### config.mk
export PLATFORM = sky130hd
export DESIGN_NAME = mem_access_unit_flat
export DESIGN_NICKNAME = d
export VERILOG_FILES = /design/src/rtl/mau_pkg.sv /design/src/rtl/mem_access_unit_if.sv /design/src/rtl/mau_addr_check.sv /design/src/rtl/mem_access_unit.sv /design/src/flat_wrapper.sv
export SDC_FILE = /design/constraint.sdc
export NUM_CORES = 1
export LEC_CHECK = 0
export BUFFER_PORTS_ARGS = -buffer_cell sky130_fd_sc_hd__buf_2
export CAP_MARGIN = 20
export CORE_AREA = 2 2 116 118
export DETAILED_ROUTE_END_ITERATION = 12
export DIE_AREA = 0 0 118 120
export GPL_ROUTABILITY_DRIVEN = 0
export PLACE_DENSITY = 0.76
export SLEW_MARGIN = 40
export SYNTH_ARGS = -nofsm -noshare
export SYNTH_HDL_FRONTEND = slang
export SYNTH_SLANG_ARGS = --single-unit
export TNS_END_PERCENT = 20
### constraint.sdc
create_clock -name clk -period 3.1 [get_ports clk]
set_input_delay 0.155 -clock clk [delete_from_list [all_inputs] [get_ports clk]]
set_output_delay 0.155 -clock clk [all_outputs]
set_load 0.02 [all_outputs]
### src/rtl/mau_pkg.sv
// Shared types and constants for the M-stage memory access unit.
package mau_pkg;

  localparam logic [31:0] DM_LAST = 32'h0000_2fff;
  localparam logic [31:0] T0_BASE = 32'h0000_7f00;
  localparam logic [31:0] T1_BASE = 32'h0000_7f10;
  localparam logic [31:0] IO_BASE = 32'h0000_7f20;
  localparam logic [3:0]  CNT_OFS = 4'h8;
  localparam int          TIMEOUT_CYC = 16;

  localparam logic [31:0] TMR_WIN = 32'd12;
  localparam logic [31:0] IO_WIN  = 32'd4;

  typedef enum logic [2:0] {
    OP_W  = 3'b000,
    OP_BU = 3'b001,
    OP_B  = 3'b010,
    OP_HU = 3'b011,
    OP_H  = 3'b100
  } op_e;

  typedef enum logic [1:0] {
    IDLE = 2'd0,
    WAIT = 2'd1,
    DONE = 2'd2
  } state_e;

  // Request captured at accept; drives the bus for the whole WAIT phase.
  typedef struct packed {
    logic        load;
    logic [2:0]  op;
    logic [31:0] addr;
    logic [3:0]  be;
    logic [31:0] wdata;
  } req_t;

endpackage

### src/rtl/mem_access_unit_if.sv
// Bus side of the memory access unit: req/ack handshake towards the system bridge.
interface mem_access_unit_if;
  logic        bus_req;
  logic [31:0] bus_addr;
  logic [3:0]  bus_be;
  logic [31:0] bus_wdata;
  logic [31:0] bus_rdata;
  logic        bus_ack;

  modport master (output bus_req, bus_addr, bus_be, bus_wdata,
                  input  bus_rdata, bus_ack);
  modport slave  (input  bus_req, bus_addr, bus_be, bus_wdata,
                  output bus_rdata, bus_ack);
endinterface

### src/rtl/mau_addr_check.sv
// Combinational legality check: op decode, alignment, region map and read-only timer COUNT.
module mau_addr_check
  import mau_pkg::*;
(
  input  logic        load_i,
  input  logic [2:0]  op_i,
  input  logic [31:0] addr_i,
  input  logic        ov_i,
  output logic        illegal_o
);

  logic is_w, is_h, is_b, bad_op, misal;
  logic in_dm, in_t0, in_t1, in_io, in_dev, ro_hit;

  always_comb begin
    is_w   = (op_i == OP_W);
    is_b   = (op_i == OP_BU) || (op_i == OP_B);
    is_h   = (op_i == OP_HU) || (op_i == OP_H);
    bad_op = !(is_w || is_b || is_h);
    misal  = (is_w && (addr_i[1:0] != 2'b00)) || (is_h && addr_i[0]);

    in_dm  = (addr_i <= DM_LAST);
    in_t0  = (addr_i >= T0_BASE) && (addr_i < T0_BASE + TMR_WIN);
    in_t1  = (addr_i >= T1_BASE) && (addr_i < T1_BASE + TMR_WIN);
    in_io  = (addr_i >= IO_BASE) && (addr_i < IO_BASE + IO_WIN);
    in_dev = in_t0 || in_t1 || in_io;

    // Timer COUNT registers are free-running and cannot be written.
    ro_hit = !load_i && ((addr_i == T0_BASE + {28'd0, CNT_OFS}) ||
                         (addr_i == T1_BASE + {28'd0, CNT_OFS}));

    illegal_o = ov_i || bad_op || misal || !(in_dm || in_dev) ||
                (in_dev && !is_w) || ro_hit;
  end

endmodule

### src/rtl/mem_access_unit.sv
// M-stage load/store engine: address checks, lane alignment, req/ack bus cycle, load extension.
// Optional BUS_TIMEOUT_EN: abandon WAIT after TIMEOUT_CYC cycles and raise an address exception.
module mem_access_unit
  import mau_pkg::*;
(
  input  logic               clk,
  input  logic               reset,
  input  logic               req_valid,
  input  logic               req_load,
  input  logic [2:0]         req_op,
  input  logic [31:0]        req_addr,
  input  logic               req_ov,
  input  logic [31:0]        req_wdata,
  input  logic               flush,
  mem_access_unit_if.master  bus,
  output logic               stall,
  output logic               resp_valid,
  output logic [31:0]        rdata,
  output logic               exc_adel,
  output logic               exc_ades
);

  state_e      state_q, state_d;
  req_t        req_q, req_d;
  logic [31:0] rdata_q, rdata_d;
  logic        sup_q, sup_d;
  logic        illegal;
  logic [3:0]  st_be;
  logic [31:0] st_wdata;
  logic [31:0] ext_data;
  logic [7:0]  lane_b;
  logic [15:0] lane_h;

`ifdef BUS_TIMEOUT_EN
  localparam logic [4:0] TO_LAST = 5'(TIMEOUT_CYC - 1);
  logic [4:0] cnt_q, cnt_d;
  logic       to_q, to_d;
`endif

  mau_addr_check u_chk (
    .load_i    (req_load),
    .op_i      (req_op),
    .addr_i    (req_addr),
    .ov_i      (req_ov),
    .illegal_o (illegal)
  );

  // Store lane placement: narrow data replicated so any enabled lane sees it.
  always_comb begin
    st_be    = 4'b0000;
    st_wdata = 32'd0;
    if (!req_load) begin
      case (req_op)
        OP_W:        begin st_be = 4'b1111; st_wdata = req_wdata; end
        OP_BU, OP_B: begin st_be = 4'b0001 << req_addr[1:0]; st_wdata = {4{req_wdata[7:0]}}; end
        OP_HU, OP_H: begin st_be = req_addr[1] ? 4'b1100 : 4'b0011; st_wdata = {2{req_wdata[15:0]}}; end
        default:     begin st_be = 4'b0000; st_wdata = 32'd0; end
      endcase
    end
  end

  always_comb begin
    lane_b   = bus.bus_rdata[{req_q.addr[1:0], 3'b000} +: 8];
    lane_h   = req_q.addr[1] ? bus.bus_rdata[31:16] : bus.bus_rdata[15:0];
    ext_data = bus.bus_rdata;
    case (req_q.op)
      OP_BU:   ext_data = {24'd0, lane_b};
      OP_B:    ext_data = {{24{lane_b[7]}}, lane_b};
      OP_HU:   ext_data = {16'd0, lane_h};
      OP_H:    ext_data = {{16{lane_h[15]}}, lane_h};
      default: ext_data = bus.bus_rdata;
    endcase
  end

  always_comb begin
    state_d    = state_q;
    req_d      = req_q;
    rdata_d    = rdata_q;
    sup_d      = sup_q;
    stall      = 1'b0;
    resp_valid = 1'b0;
    exc_adel   = 1'b0;
    exc_ades   = 1'b0;
`ifdef BUS_TIMEOUT_EN
    cnt_d      = cnt_q;
    to_d       = 1'b0;
`endif
    case (state_q)
      IDLE: begin
        if (req_valid && !flush) begin
          if (illegal) begin
            exc_adel = req_load;
            exc_ades = !req_load;
          end else begin
            req_d.load  = req_load;
            req_d.op    = req_op;
            req_d.addr  = req_addr;
            req_d.be    = st_be;
            req_d.wdata = st_wdata;
            sup_d       = 1'b0;
            stall       = 1'b1;
            state_d     = WAIT;
`ifdef BUS_TIMEOUT_EN
            cnt_d       = 5'd0;
`endif
          end
        end
      end
      WAIT: begin
        stall = 1'b1;
        // A flushed store still has to commit; only the response is dropped.
        if (flush) sup_d = 1'b1;
        if (bus.bus_ack) begin
          if (req_q.load) rdata_d = ext_data;
          state_d = DONE;
        end
`ifdef BUS_TIMEOUT_EN
        else if (cnt_q == TO_LAST) begin
          state_d = IDLE;
          to_d    = 1'b1;
        end else begin
          cnt_d = cnt_q + 5'd1;
        end
`endif
      end
      DONE: begin
        resp_valid = !sup_q && !flush;
        state_d    = IDLE;
      end
      default: state_d = IDLE;
    endcase
`ifdef BUS_TIMEOUT_EN
    if (to_q && !flush) begin
      exc_adel = exc_adel || req_q.load;
      exc_ades = exc_ades || !req_q.load;
    end
`endif
  end

  always_ff @(posedge clk) begin
    if (reset) begin
      state_q <= IDLE;
      req_q   <= '0;
      rdata_q <= 32'd0;
      sup_q   <= 1'b0;
`ifdef BUS_TIMEOUT_EN
      cnt_q   <= 5'd0;
      to_q    <= 1'b0;
`endif
    end else begin
      state_q <= state_d;
      req_q   <= req_d;
      rdata_q <= rdata_d;
      sup_q   <= sup_d;
`ifdef BUS_TIMEOUT_EN
      cnt_q   <= cnt_d;
      to_q    <= to_d;
`endif
    end
  end

  assign bus.bus_req   = (state_q == WAIT);
  assign bus.bus_addr  = {req_q.addr[31:2], 2'b00};
  assign bus.bus_be    = req_q.be;
  assign bus.bus_wdata = req_q.wdata;
  assign rdata         = rdata_q;

endmodule

### src/flat_wrapper.sv
// flat-port wrapper written by rule: the top's interface ports become plain ports
module mem_access_unit_flat import mau_pkg::*;
  (clk, reset, req_valid, req_load, req_op, req_addr, req_ov, req_wdata, flush, stall, resp_valid, rdata, exc_adel, exc_ades, bus_bus_req, bus_bus_addr, bus_bus_be, bus_bus_wdata, bus_bus_rdata, bus_bus_ack);
  mem_access_unit_if bus_i ();
  input  logic clk;
  input  logic reset;
  input  logic req_valid;
  input  logic req_load;
  input  logic [2:0] req_op;
  input  logic [31:0] req_addr;
  input  logic req_ov;
  input  logic [31:0] req_wdata;
  input  logic flush;
  output logic stall;
  output logic resp_valid;
  output logic [31:0] rdata;
  output logic exc_adel;
  output logic exc_ades;
  output wire logic [$bits(bus_i.bus_req)-1:0] bus_bus_req;
  output wire logic [$bits(bus_i.bus_addr)-1:0] bus_bus_addr;
  output wire logic [$bits(bus_i.bus_be)-1:0] bus_bus_be;
  output wire logic [$bits(bus_i.bus_wdata)-1:0] bus_bus_wdata;
  input wire logic [$bits(bus_i.bus_rdata)-1:0] bus_bus_rdata;
  input wire logic [$bits(bus_i.bus_ack)-1:0] bus_bus_ack;
  assign bus_bus_req = bus_i.bus_req;
  assign bus_bus_addr = bus_i.bus_addr;
  assign bus_bus_be = bus_i.bus_be;
  assign bus_bus_wdata = bus_i.bus_wdata;
  assign bus_i.bus_rdata = bus_bus_rdata;
  assign bus_i.bus_ack = bus_bus_ack;
  mem_access_unit u_core (.clk(clk), .reset(reset), .req_valid(req_valid), .req_load(req_load), .req_op(req_op), .req_addr(req_addr), .req_ov(req_ov), .req_wdata(req_wdata), .flush(flush), .bus(bus_i), .stall(stall), .resp_valid(resp_valid), .rdata(rdata), .exc_adel(exc_adel), .exc_ades(exc_ades));
endmodule
Word-level counts from Yosys, hierarchy flattened
Index checks and enable logic that the tools add are counted.

storage, ports and cells
  input port bits = 106
  word-level logic and storage cells = 98
  register bits after elaboration = 107
  output and inout bits = 105

cells by class
  reductions and logical operators = 39
  equality and inequality tests = 16
  bitwise gates (word level) = 1
  shifts and indexed selects = 2
  mux-type cells = 25
  $lt $le $gt $ge = 7

operators by type and width
  operator                number
  $pmux W32 S4            1
  $ge A32 B15 Y1 const B  3
  $lt A32 B15 Y1 const B  3
  $pmux W32 S3            1
  $eq A32 B15 Y1 const B  2
  $le A32 B14 Y1 const B  1
  $mux W32                1
  $shiftx A32 B6 Y8       1
  $mux W16                1
  $logic_or A1 B1 Y1      14
  $eq A3 B2 Y1 const B    4
  $mux W1                 12
  $pmux W4 S3             1
  $logic_and A1 B1 Y1     9
  $reduce_and A3 Y1       3
  $mux W4                 2
  $eq A3 B1 Y1 const B    2
  $eq A3 B3 Y1 const B    2
  $logic_not A1 Y1        6
  $mux W2                 3
  $ne A2 B1 Y1 const B    2
  $ne A2 B2 Y1 const B    2
  $pmux W1 S2             2
  $pmux W2 S2             1
  other kinds (9)         11

Logic depth before layout (Yosys ltp)
Gate-level depths: netlist (run 1).

  depth in word-level cells = 13
  gate-level depth with buffers = 8
  mapped depth without buffers = 5

Cells and area by module
Synthesis (run 1) repeated with hierarchy kept, for this count alone.

second synthesis, totals
  cells, all modules = 705
  area total of the unflattened synthesis = 5908.2 sq um

modules (own cells, without submodules)
  module           seq. area each (sq um)  area each (sq um)  cells each  times used
  mem_access_unit  2142.1                  5761.8             684         1
  mau_addr_check   0.0                     146.4              21          1

Worst setup path after synthesis (run 1)
OpenSTA, ideal clock, no wires.

  kind = register to register
  start = reg u_core.state_q[1]
  end = reg u_core.req_q[68] in the netlist's numbering
  arrival = 1989 ps
  stages on the path, launching flop included = 8
  data required time = 2968 ps
  setup slack = 979 ps
  cell sequence = dfxtp_1 or3b_2 or2_2 or4_1 buf_2 buf_6 o31ai_1 a21oi_1

between the ends
  word-level cells in the longest chain between the ends = 2

ends and longest elaborated chain
  what                                RTL line                source
  start: declaration                  mem_access_unit.sv:23   state_e state_q, state_d;
  start signal: assignment            mem_access_unit.sv:151  state_q <= state_d;
  $logic_not A2 Y1                    mem_access_unit.sv:88   case (state_q)
  $reduce_and A3 Y1 (no source line)  --
  end signal: assignment              mem_access_unit.sv:152  req_q <= req_d;
  end: declaration                    mem_access_unit.sv:24   req_t req_q, req_d;

Every way passes these cells.
A chain may end at the register's enable or synchronous reset.

Worst setup path in the final report (run 1)
  start = reg u_core.state_q[1]
  end = reg u_core.req_q[71] in the netlist's numbering

Same word-level chain as after synthesis.

==> results of run 1 <==
synth_stat cells, types with 6 or more instances:
cell and count:
dfxtp_1 107, nand2b_1 36, mux2i_1 51, or2_2 9, clkbuf_1 44, a21oi_1 41, nand2_1 63, nand3_1 7
nor4_1 12, o21ai_0 29, nand4_1 25, o31ai_1 24, nor2_1 55, buf_4 70, buf_6 6, a211oi_1 31
nor3b_1 17, and3_1 21, mux2_2 17, a22oi_1 16
flip-flops by register name, indices dropped and copies added, names as in the netlist:
register and count:
u_core.state_q 2, u_core.bus.bus_be 4, u_core.bus.bus_wdata 32, u_core.bus.bus_addr 30, u_core.req_q 6, u_core.rdata 32
u_core.sup_q 1
layout make-up:
cell class                      count  area [um2]  area share, %
Timing Repair Buffer              228        1194          16.45
Inverter                            4       15.01         0.2069
Clock buffer                       11       242.7          3.345
Multi-Input combinational cell    512        3343          46.07
Tap cell                          176       220.2          3.034
Sequential cell                   107        2142          29.52
Clock inverter                      5       100.1          1.379
kinds of logic (layout without fill, tap and decap cells):
| kind of cell | after synthesis | count (layout) | synth area share, % |
|---|---|---|---|
| xor gates and xnor gates | 3 | 3 | 0.4186 |
| muxes | 68 | 68 | 11.18 |
| AOI/OAI and AO/OA | 168 | 168 | 17.60 |
| and+or+nand+nor | 271 | 271 | 23.67 |
| DFF | 107 | 107 | 34.12 |
| buffers and inverters | 133 | 248 | 12.95 |
| other | 1 | 2 | 0.05973 |
metrics by stage:
stage	hold WS, ns	area (um2)	worst slack (ns)	power, mW	utilization [%]
3_3_place_gp	0.4278	6913	0.6300	1.709	53.26
4_1_cts	0.05573	7256	0.5751	3.023	55.90
5_1_grt	0.07399	7257	0.4537	3.117	55.91
3_5_place_dp	0.4312	6913	0.5746	1.711	53.26
6_report	0.06954	7257	0.5778	2.996	55.91
2_1_floorplan	0.2688	6282	0.9785	1.576	-
per-layer routing:
layer	vias to the layer above	wire length [um]	GRT usage [%]	part of all wire, %
met2	242	8048	38.66	48
met5	-	0	0	0
met1	2687	7379	30.61	44
li1	2847	-	-	-
met3	30	1108	4.515	6.5
met4	0	385	9.789	2.3
power by group:
part,internal [mW],switching [mW],leakage [nW]
logic,0.131,0.179,2.21
clock network,0.809,0.503,0.169
registers,1.37,0.0000000733,0.861
how the worst max path moves through the flow:
stage | endpoint | slack, ns | depth (start not counted)
global placement | u_core.bus.bus_wdata[13] | 0.63 | 8
global route | u_core.req_q[71] | 0.45 | 5
detailed placement | u_core.bus.bus_addr[10] | 0.57 | 5
finish | u_core.req_q[71] | 0.58 | 5
CTS | u_core.req_q[71] | 0.58 | 5
floorplan | u_core.req_q[68] | 0.98 | 7
critical path: cells and delay by family, from the launching register on:
kind	cells	cell delay, ns
simple gates	3	1.64
flops	1	0.33
compound gates	2	0.42
==> flow_summary.toml, run 1 <==
[run_status]
outcome = "complete, no violations"

[clock_tree]
cts_sinks = 107
cts-root-to-sink-buffers = 2
postCtsSetupBuffers = 0
cts_root_buf = "clkbuf_16"
cts-resized-gates = 0
clk_pin_slew_ns = 0.07
numCtsBuffers = 9
cts_tree = "built"
clkLatencyLatePin_ns = 0.34
hold_buffers = 0
ctsHtreeMaxLevel = 3

[timing]
rsz0062_at_grt = "no"
skew_ns = 0.006462
setup_tns_ns = 0
hold_viol = 0
maxSlewHeadroom_pct = 51.70
finalSetupViolations = 0
finalCritPeriodShare_pct = 81.36
max_freq_mhz = 396.5
worst_slew_pin_slew_ns = 0.7245
drv_slew = 0
min_period_ns = 2.522

[worst_setup_path]
worst_path_max_delay_cell = "or4_2"
cp-start-kind = "register"
required_ns = 3.31
path_class = "register to register"
crit_start = "u_core.state_q[1]"
critPathMaxFanout = 24
path_cells = "or3b_2, or2_2, or4_2, o31ai_1, a21oi_1"
timing.rr.end = "u_core.req_q[71]"
slowest_delay_ns = 0.84
rr_startpoint = "u_core.state_q[1]"
endpoint_kind = "register"
r2r_slack_ns = 0.58
r2r_cells = 5
cp_data_arrival_time_ns = 2.73

[placed_design]
io_buffers = 208
hpwl_mm = 12.17
dp_cells = 1027

[global_route]
grt_pass1_vias = 5446
gr-total-overflow = 0
antenna_found_initial = 0
grt_usage_pct = 23.63
grt_pass1_wl_mm = 27.19
grt_max_degree = 57

[layout]
instances_no_fill = 1043
antennaDiodeCount = 0
final_common_cell = "buf_2"
syn2layout_area_growth_pct = 15.58
fillCellCount = 1253
drive_gt1_share_pct = 32.41
nets = 968
final_cell_mix = "207 x buf_2, 107 x dfxtp_1, 63 x nand2_1"

[detailed_routing]
num_vias = 5806
drt_iter0_markers = 371
routed_via_density = 5.567
drc_errors = 0
wire_per_inst_um = 16.22
first_pass_iters = 5
ant_nets = 0
wirelength_mm = 16.92

[synthesis]
syn_area_mm2 = 0.006279
async_reset_ff_share_pct = 0
synth-seq-cells = 107
synth_top_cell_area_share_pct = 34.12
synth_cell_types = 57
yosys-top-cells-area = "dfxtp_1 34%, buf_4 8.4%, mux2i_1 8.1%, nand2_1 3.8%, a211oi_1 3.7%"
synth_cells = 751
synth_edf_count = 0
yosysTopAreaCell = "dfxtp_1"
avgSynthCellArea_um2 = 8.360
yosys_warnings = 0
synth_flop_cell = "dfxtp_1"
yosysSeqAreaShare_pct = 34.12

[power]
peakVddDrop_uv = 291.3
leakagePower_nw = 3.243
powerDensity_mw_per_mm2 = 412.8

[die]
dieArea_mm2 = 0.01416
start_util_pct = 48.37
io_pins = 211
num_rows = 42
die_width_um = 118
core_area_mm2 = 0.01298
die_y_um = 120

[flow_run]
maxCapViolations = 0

[hold_path]
hp-class = "input port to register"
whs_endpoint = "u_core.state_q[1]"
hold_start = "bus_bus_ack"
worstHoldPathCells = 3
(Power assumes the default switching activity.)
==> run 2: changes to the inputs <==
Settings changed: ABC_AREA set to 1, CORE_AREA 2 2 116 118 to 2 2 114 116, DIE_AREA 0 0 118 120 to 0 0 116 118.
Clock period 3.1 ns to 2.4 ns, I/O delays scaled along.
==> run 2 against run 1 <==
  * Worst setup slack worse by 0.16 ns
  * Clock power is 15% higher
  * Sequential share of layout area is 0.72 points higher
  * Flip-flop and latch count stayed put
  * Hold slack worse by 0.065 ns
  * Cell area is 2.4% lower
  * Power is 21% higher
  * Cell count is 23% higher
  * Global-route usage is 0.35 points higher
  * Critical path type is now input port to output port
  * Largest power group unchanged
==> flow_summary.toml, run 2 <==
[layout]
nets = 1216
final_cell_mix = "257 x nand2_1, 208 x buf_2, 162 x nor2_1"
seqCellArea_mm2 = 0.002142
syn2layout_area_growth_pct = 17.01
final_common_cell = "nand2_1"
fillCellCount = 1306
fin_util_pct = 57.07
drive_gt1_share_pct = 22.89
antennaDiodeCount = 0
multi_input_area_mm2 = 0.002651

[detailed_routing]
wirelength_mm = 16.27
ant_nets = 0
first_pass_iters = 5
drt_iter0_markers = 475
num_vias = 6082
drc_errors = 0
routed_via_density = 4.729
wire_per_inst_um = 12.65

[placed_design]
io_buffers = 208
hpwl_mm = 11.87

[timing]
rsz0062_at_grt = "no"
finalCritPeriodShare_pct = 82.65
finalSetupViolations = 0
hold_viol = 0
whs_ns = 0.004519
worst_slew_pin_slew_ns = 0.5456
drv_slew = 0
max_freq_mhz = 504.1
setup_tns_ns = 0
maxSlewHeadroom_pct = 63.57
min_period_ns = 1.984
skew_ns = 0.005686

[power]
leakagePower_nw = 4.148
clkPwrFrac_pct = 41.6
sw_frac_of_total_pct = 25.06
net-switching-power_mw = 0.9110
power_frac_seq_pct = 48.8
powerDensity_mw_per_mm2 = 513.2
p_int_mw = 2.725
peakVddDrop_uv = 368.6
combPwrFrac_pct = 9.6
finalPower_mw = 3.636

[die]
core_area_mm2 = 0.01241
io_pins = 211
start_util_pct = 48.77
die_width_um = 116
num_rows = 41
dieArea_mm2 = 0.01369
die_y_um = 118

[worst_setup_path]
rr_startpoint = "u_core.req_q[37]"
required_ns = 2.28
cp_data_arrival_time_ns = 1.86
r2r_cells = 7
critPathMaxFanout = 79
r2r_slack_ns = 0.55
timing.rr.end = "u_core.rdata[4]"
cp-start-kind = "input port"
path_class = "input port to output port"
endpoint_kind = "output port"

[synthesis]
yosys.area_share.simple_pct = 31.18
synth_common_cells = "257 x nand2_1, 162 x nor2_1, 154 x inv_1"
yosys.area_share.xor_xnor_pct = 0
synth-seq-cells = 107
synth_edf_count = 0
yosysTopAreaCell = "dfxtp_1"
async_reset_ff_share_pct = 0
synth_top_cell_area_share_pct = 35.38
yosys_warnings = 0
yosysMostFrequentCell = "nand2_1"
syn_area_mm2 = 0.006055
yosys-top-cells-area = "dfxtp_1 35%, nand2_1 16%, nor2_1 10%, inv_1 9.5%, buf_4 8.4%"
avgSynthCellArea_um2 = 6.172
synth_cells = 981
yosys.area_share.adder_pct = 0
synth_flop_cell = "dfxtp_1"
synthMuxAreaShare_pct = 0.1653
synth_compound_area_share_pct = 12.23
synth_top_family_by_area = "simple AND/OR/NAND/NOR gates"
synth_cell_types = 30
yosysSeqAreaShare_pct = 35.38

[clock_tree]
cts_root_buf = "clkbuf_16"
clkLatencyLatePin_ns = 0.35
cts_sinks = 107
numCtsBuffers = 9
cts-resized-gates = 0
postCtsSetupBuffers = 0
cts_tree = "built"
cts-root-to-sink-buffers = 2
clk_pin_slew_ns = 0.07
ctsHtreeMaxLevel = 3
hold_buffers = 0

[global_route]
grt_usage_pct = 23.98
gr-total-overflow = 0
grt_pass1_vias = 5640
antenna_found_initial = 0
grt_max_degree = 80
grt_pass1_wl_mm = 26.51

[hold_path]
hp-class = "input port to register"
worstHoldPathCells = 3
hold_start = "req_addr[7]"
whs_endpoint = "u_core.bus.bus_addr[7]"

[run_status]
outcome = "complete, no violations"

[flow_run]
maxCapViolations = 0
==> run 2: changes by cell type in the layout (fill, tap and decap cells not counted), sizes merged, moves of 31 or more <==
cell    change
nand2     +194
inv       +155
nor2      +108
mux2i      -50
nand2b     -36
o21ai      +34
a211oi     -31
==> run 2: how the worst max path moves through the flow <==
stage                      startpoint                 endpoint  slack (ns)  depth (start not counted)
global route             req_addr[25]                    stall        0.22                         14
finish                      req_op[0]                    stall        0.42                         10
floorplan           u_core.state_q[0]         u_core.rdata[20]        0.46                          8
CTS                         req_op[0]                    stall        0.43                         10
detailed placement          req_op[0]   u_core.bus.bus_addr[3]        0.34                         10
global placement            req_op[0]  u_core.bus.bus_wdata[4]        0.39                         10
==> run 2: final cells by class <==
| class | count | area share, % |
|---|---|---|
| clock buffers | 9 | 3.179 |
| flip-flops and latches | 107 | 30.24 |
| clock inverters | 6 | 1.024 |
| repair buffers | 226 | 16.78 |
| inverters | 157 | 8.319 |
| multi-input cells | 609 | 37.42 |
| well taps | 172 | 3.038 |
==> run 2: kinds of logic after synthesis <==
kind of cell / Yosys count
AO/OA/AOI/OAI: 136
AND/OR/NAND/NOR: 470
buffers and inverters: 266
other: 1
flip-flops: 107
multiplexers: 1
==> run 2: power groups by stage <==
| stage | Clock, mW | Combinational, mW | Sequential [mW] |
|---|---|---|---|
| 3_5_place_dp | 0 | 0.343 | 1.82 |
| 3_3_place_gp | 0 | 0.341 | 1.82 |
| 5_1_grt | 1.60 | 0.393 | 1.77 |
| 4_1_cts | 1.53 | 0.345 | 1.77 |
| 2_1_floorplan | 0 | 0.182 | 1.82 |
| 6_report | 1.51 | 0.350 | 1.77 |
==> run 2: per-stage QoR <==
step	instances	instance area [um2]	setup slack [ns]
2_1_floorplan	982	6058	0.4637
3_3_place_gp	1271	6787	0.3940
3_5_place_dp	1271	6787	0.3354
4_1_cts	1286	7084	0.4323
5_1_grt	1286	7084	0.2165
6_report	1286	7084	0.4163
==> run 2: critical path: stages <==
cell and delay [ns]:
buf_2 0.14, nor3_4 0.33, nor2_1 0.11, a21oi_1 0.17, nand3_1 0.16, nor2_4 0.21, nand3_2 0.12, buf_12 0.25
nand2_1 0.09, buf_2 0.17
==> run 2: per-layer routing <==
layer	wire length (um)	track usage, %	up-vias	part of all wire [%]
met2	7300	36.88	220	45
met5	0	0	-	0
met1	7141	31.37	2643	44
met3	1185	5.613	49	7.3
li1	-	-	3170	-
met4	642	11.61	0	3.9
==> run 3: changes to the inputs <==
Settings changed: ABC_AREA 1 to 0, CORE_AREA 2 2 114 116 to 2 2 116 118, DIE_AREA 0 0 116 118 to 0 0 118 120.
Clock period 2.4 ns to 2 ns, I/O delays scaled along.
==> run 3 against run 2 <==
  * The run now ends with negative setup slack left
  * Die area is 3.4% higher
  * Via count down 1.1%
  * First-iteration DRC count shrank 27%
  * Clock-buffer cell count up 5
  * Utilization grew 1.4 points
  * Sequential share of layout area fell by 2.0 points
  * Sequential power rose by 20%
==> flow_summary.toml, run 3 (synthesis gave the netlist of run 1 again) <==
[run_status]
outcome = "complete, but fails checks"
violations = "negative setup slack"

[power]
peakVddDrop_uv = 456.9
leakagePower_nw = 3.375
combPwrFrac_pct = 11.6
powerDensity_mw_per_mm2 = 580.8
finalPower_mw = 4.411
clkPwrFrac_pct = 40.2
p_int_mw = 3.356
sw_frac_of_total_pct = 23.92
power_frac_seq_pct = 48.3
net-switching-power_mw = 1.055

[worst_setup_path]
r2r_slack_ns = -0.03
cp-start-kind = "register"
worst_path_max_delay_cell = "or4_4"
cp_data_arrival_time_ns = 2.24
required_ns = 2.21
critPathMaxFanout = 6
r2r_cells = 5
endpoint_kind = "register"
path_class = "register to register"
slowest_delay_ns = 0.59
rr_startpoint = "u_core.state_q[1]"
path_cells = "or3b_4, or2_4, or4_4, o31ai_2, a21oi_1"
timing.rr.end = "u_core.sup_q"

[placed_design]
hpwl_mm = 12.11
io_buffers = 208
postPlaceCellArea_mm2 = 0.007111

[die]
dieArea_mm2 = 0.01416
die_width_um = 118
die_y_um = 120
core_area_mm2 = 0.01298
start_util_pct = 48.37
num_rows = 42
io_pins = 211

[clock_tree]
cts_tree = "built"
postCtsSetupBuffers = 0
ctsHtreeMaxLevel = 3
cts-root-to-sink-buffers = 2
clkLatencyLatePin_ns = 0.34
cts_sinks = 107
hold_buffers = 0
numCtsBuffers = 9
cts_root_buf = "clkbuf_16"
clk_pin_slew_ns = 0.07

[layout]
nets = 994
multi_input_area_mm2 = 0.003470
final_common_cell = "buf_2"
seqCellArea_mm2 = 0.002143
antennaDiodeCount = 0
design_area_mm2 = 0.007594
syn2layout_area_growth_pct = 20.94
drive_gt1_share_pct = 36.06
fillCellCount = 1252
final_cell_mix = "207 x buf_2, 106 x dfxtp_1, 63 x nand2_1"

[detailed_routing]
drc_errors = 0
wirelength_mm = 17.86
ant_nets = 0
routed_via_density = 5.625
num_vias = 6013
first_pass_iters = 5
drt_iter0_markers = 348
wire_per_inst_um = 16.71

[global_route]
grt_max_degree = 108
gr-total-overflow = 0
grt_pass1_wl_mm = 27.54
grt_usage_pct = 23.93
grt_pass1_vias = 5471
antenna_found_initial = 0

[hold_path]
hp-class = "input port to register"
whs_endpoint = "u_core.rdata[18]"
hold_start = "bus_bus_rdata[18]"
worstHoldPathCells = 3

[timing]
whs_ns = 0.02032
drv_slew = 0
hold_viol = 0
skew_ns = 0.007528
max_freq_mhz = 492.2
finalCritPeriodShare_pct = 101.6
finalSetupViolations = 6
setup_ws_ns = -0.03182
rsz0062_at_grt = "yes"
setup_tns_ns = -0.09910
min_period_ns = 2.032

[flow_run]
maxCapViolations = 0
## run 3: cell types whose count changed in the layout (fill, tap and decap cells not counted), moves of 17 or more
| cell | delta |
|---|---|
| nand2_1 | -194 |
| inv_1 | -150 |
| nor2_1 | -108 |
| mux2i_1 | +50 |
| nand2b_1 | +36 |
| o21ai_0 | -34 |
| a211oi_1 | +31 |
| buf_4 | +21 |
| and3_1 | +20 |
| mux2_2 | +17 |
| nor3b_1 | +17 |
## run 3: worst max path at each step
stage / slack [ns] / startpoint / to
floorplan: -0.1 / u_core.state_q[1] / u_core.req_q[68]
global placement: -0.08 / u_core.state_q[1] / u_core.bus.bus_addr[5]
detailed placement: -0.15 / u_core.state_q[1] / u_core.bus.bus_addr[9]
CTS: 0.002 / u_core.state_q[1] / u_core.bus.bus_addr[2]
global route: -0.12 / u_core.state_q[1] / u_core.bus.bus_addr[5]
finish: -0.03 / u_core.state_q[1] / u_core.sup_q
## run 3: worst max-delay path: cells and delay by family, from the launching register on
| family | cells | cell delay [ns] |
|---|---|---|
| AND/OR/NAND/NOR | 3 | 1.26 |
| AO/OA/AOI/OAI | 2 | 0.32 |
| flip-flops | 1 | 0.33 |
## run 3: power by group through the flow
stage          Clock, mW  Combinational (mW)  Sequential (mW)
2_1_floorplan          0               0.266             2.18
3_3_place_gp           0               0.490             2.18
3_5_place_dp           0               0.494             2.18
4_1_cts             1.82               0.497             2.13
5_1_grt             1.88               0.553             2.13
6_report            1.77               0.510             2.13
## run 3: area by class of cell
| class | instances | share of cell area [%] |
|---|---|---|
| Tap cell | 176 | 2.900 |
| Inverter | 4 | 0.1977 |
| Timing Repair Buffer | 251 | 19.18 |
| Clock buffer | 14 | 3.345 |
| Clock inverter | 2 | 0.4614 |
| Multi-Input combinational cell | 515 | 45.69 |
| Sequential cell | 107 | 28.23 |
## run 3: layer usage
metal | GRT usage (%) | share of wire [%] | vias to the layer above
met5 | 0 | 0 | -
met4 | 8.133 | 1.7 | 0
met3 | 4.278 | 7.5 | 26
met2 | 38.95 | 47 | 265
met1 | 32.04 | 44 | 2814
li1 | - | - | 2908
## run 3: what timing repair did
item | in CTS | in global routing
endpoints found under the hold margin | 0 | 0
gates cloned | 1 | 5
pin swaps | 1 | 5
resized for setup | 3 | 18
setup endpoints to repair | 24 | 41
## run 3: metrics by stage
stage / setup WS, ns / utilization (%) / std cells
after CTS: 0.002497 / 57.17 / 1064
after detailed placement: -0.1498 / 54.78 / 1047
final: -0.03182 / 58.50 / 1069
after global placement: -0.08244 / 54.78 / 1047
after global routing: -0.1193 / 58.50 / 1069
after floorplan: -0.09693 / - / 752
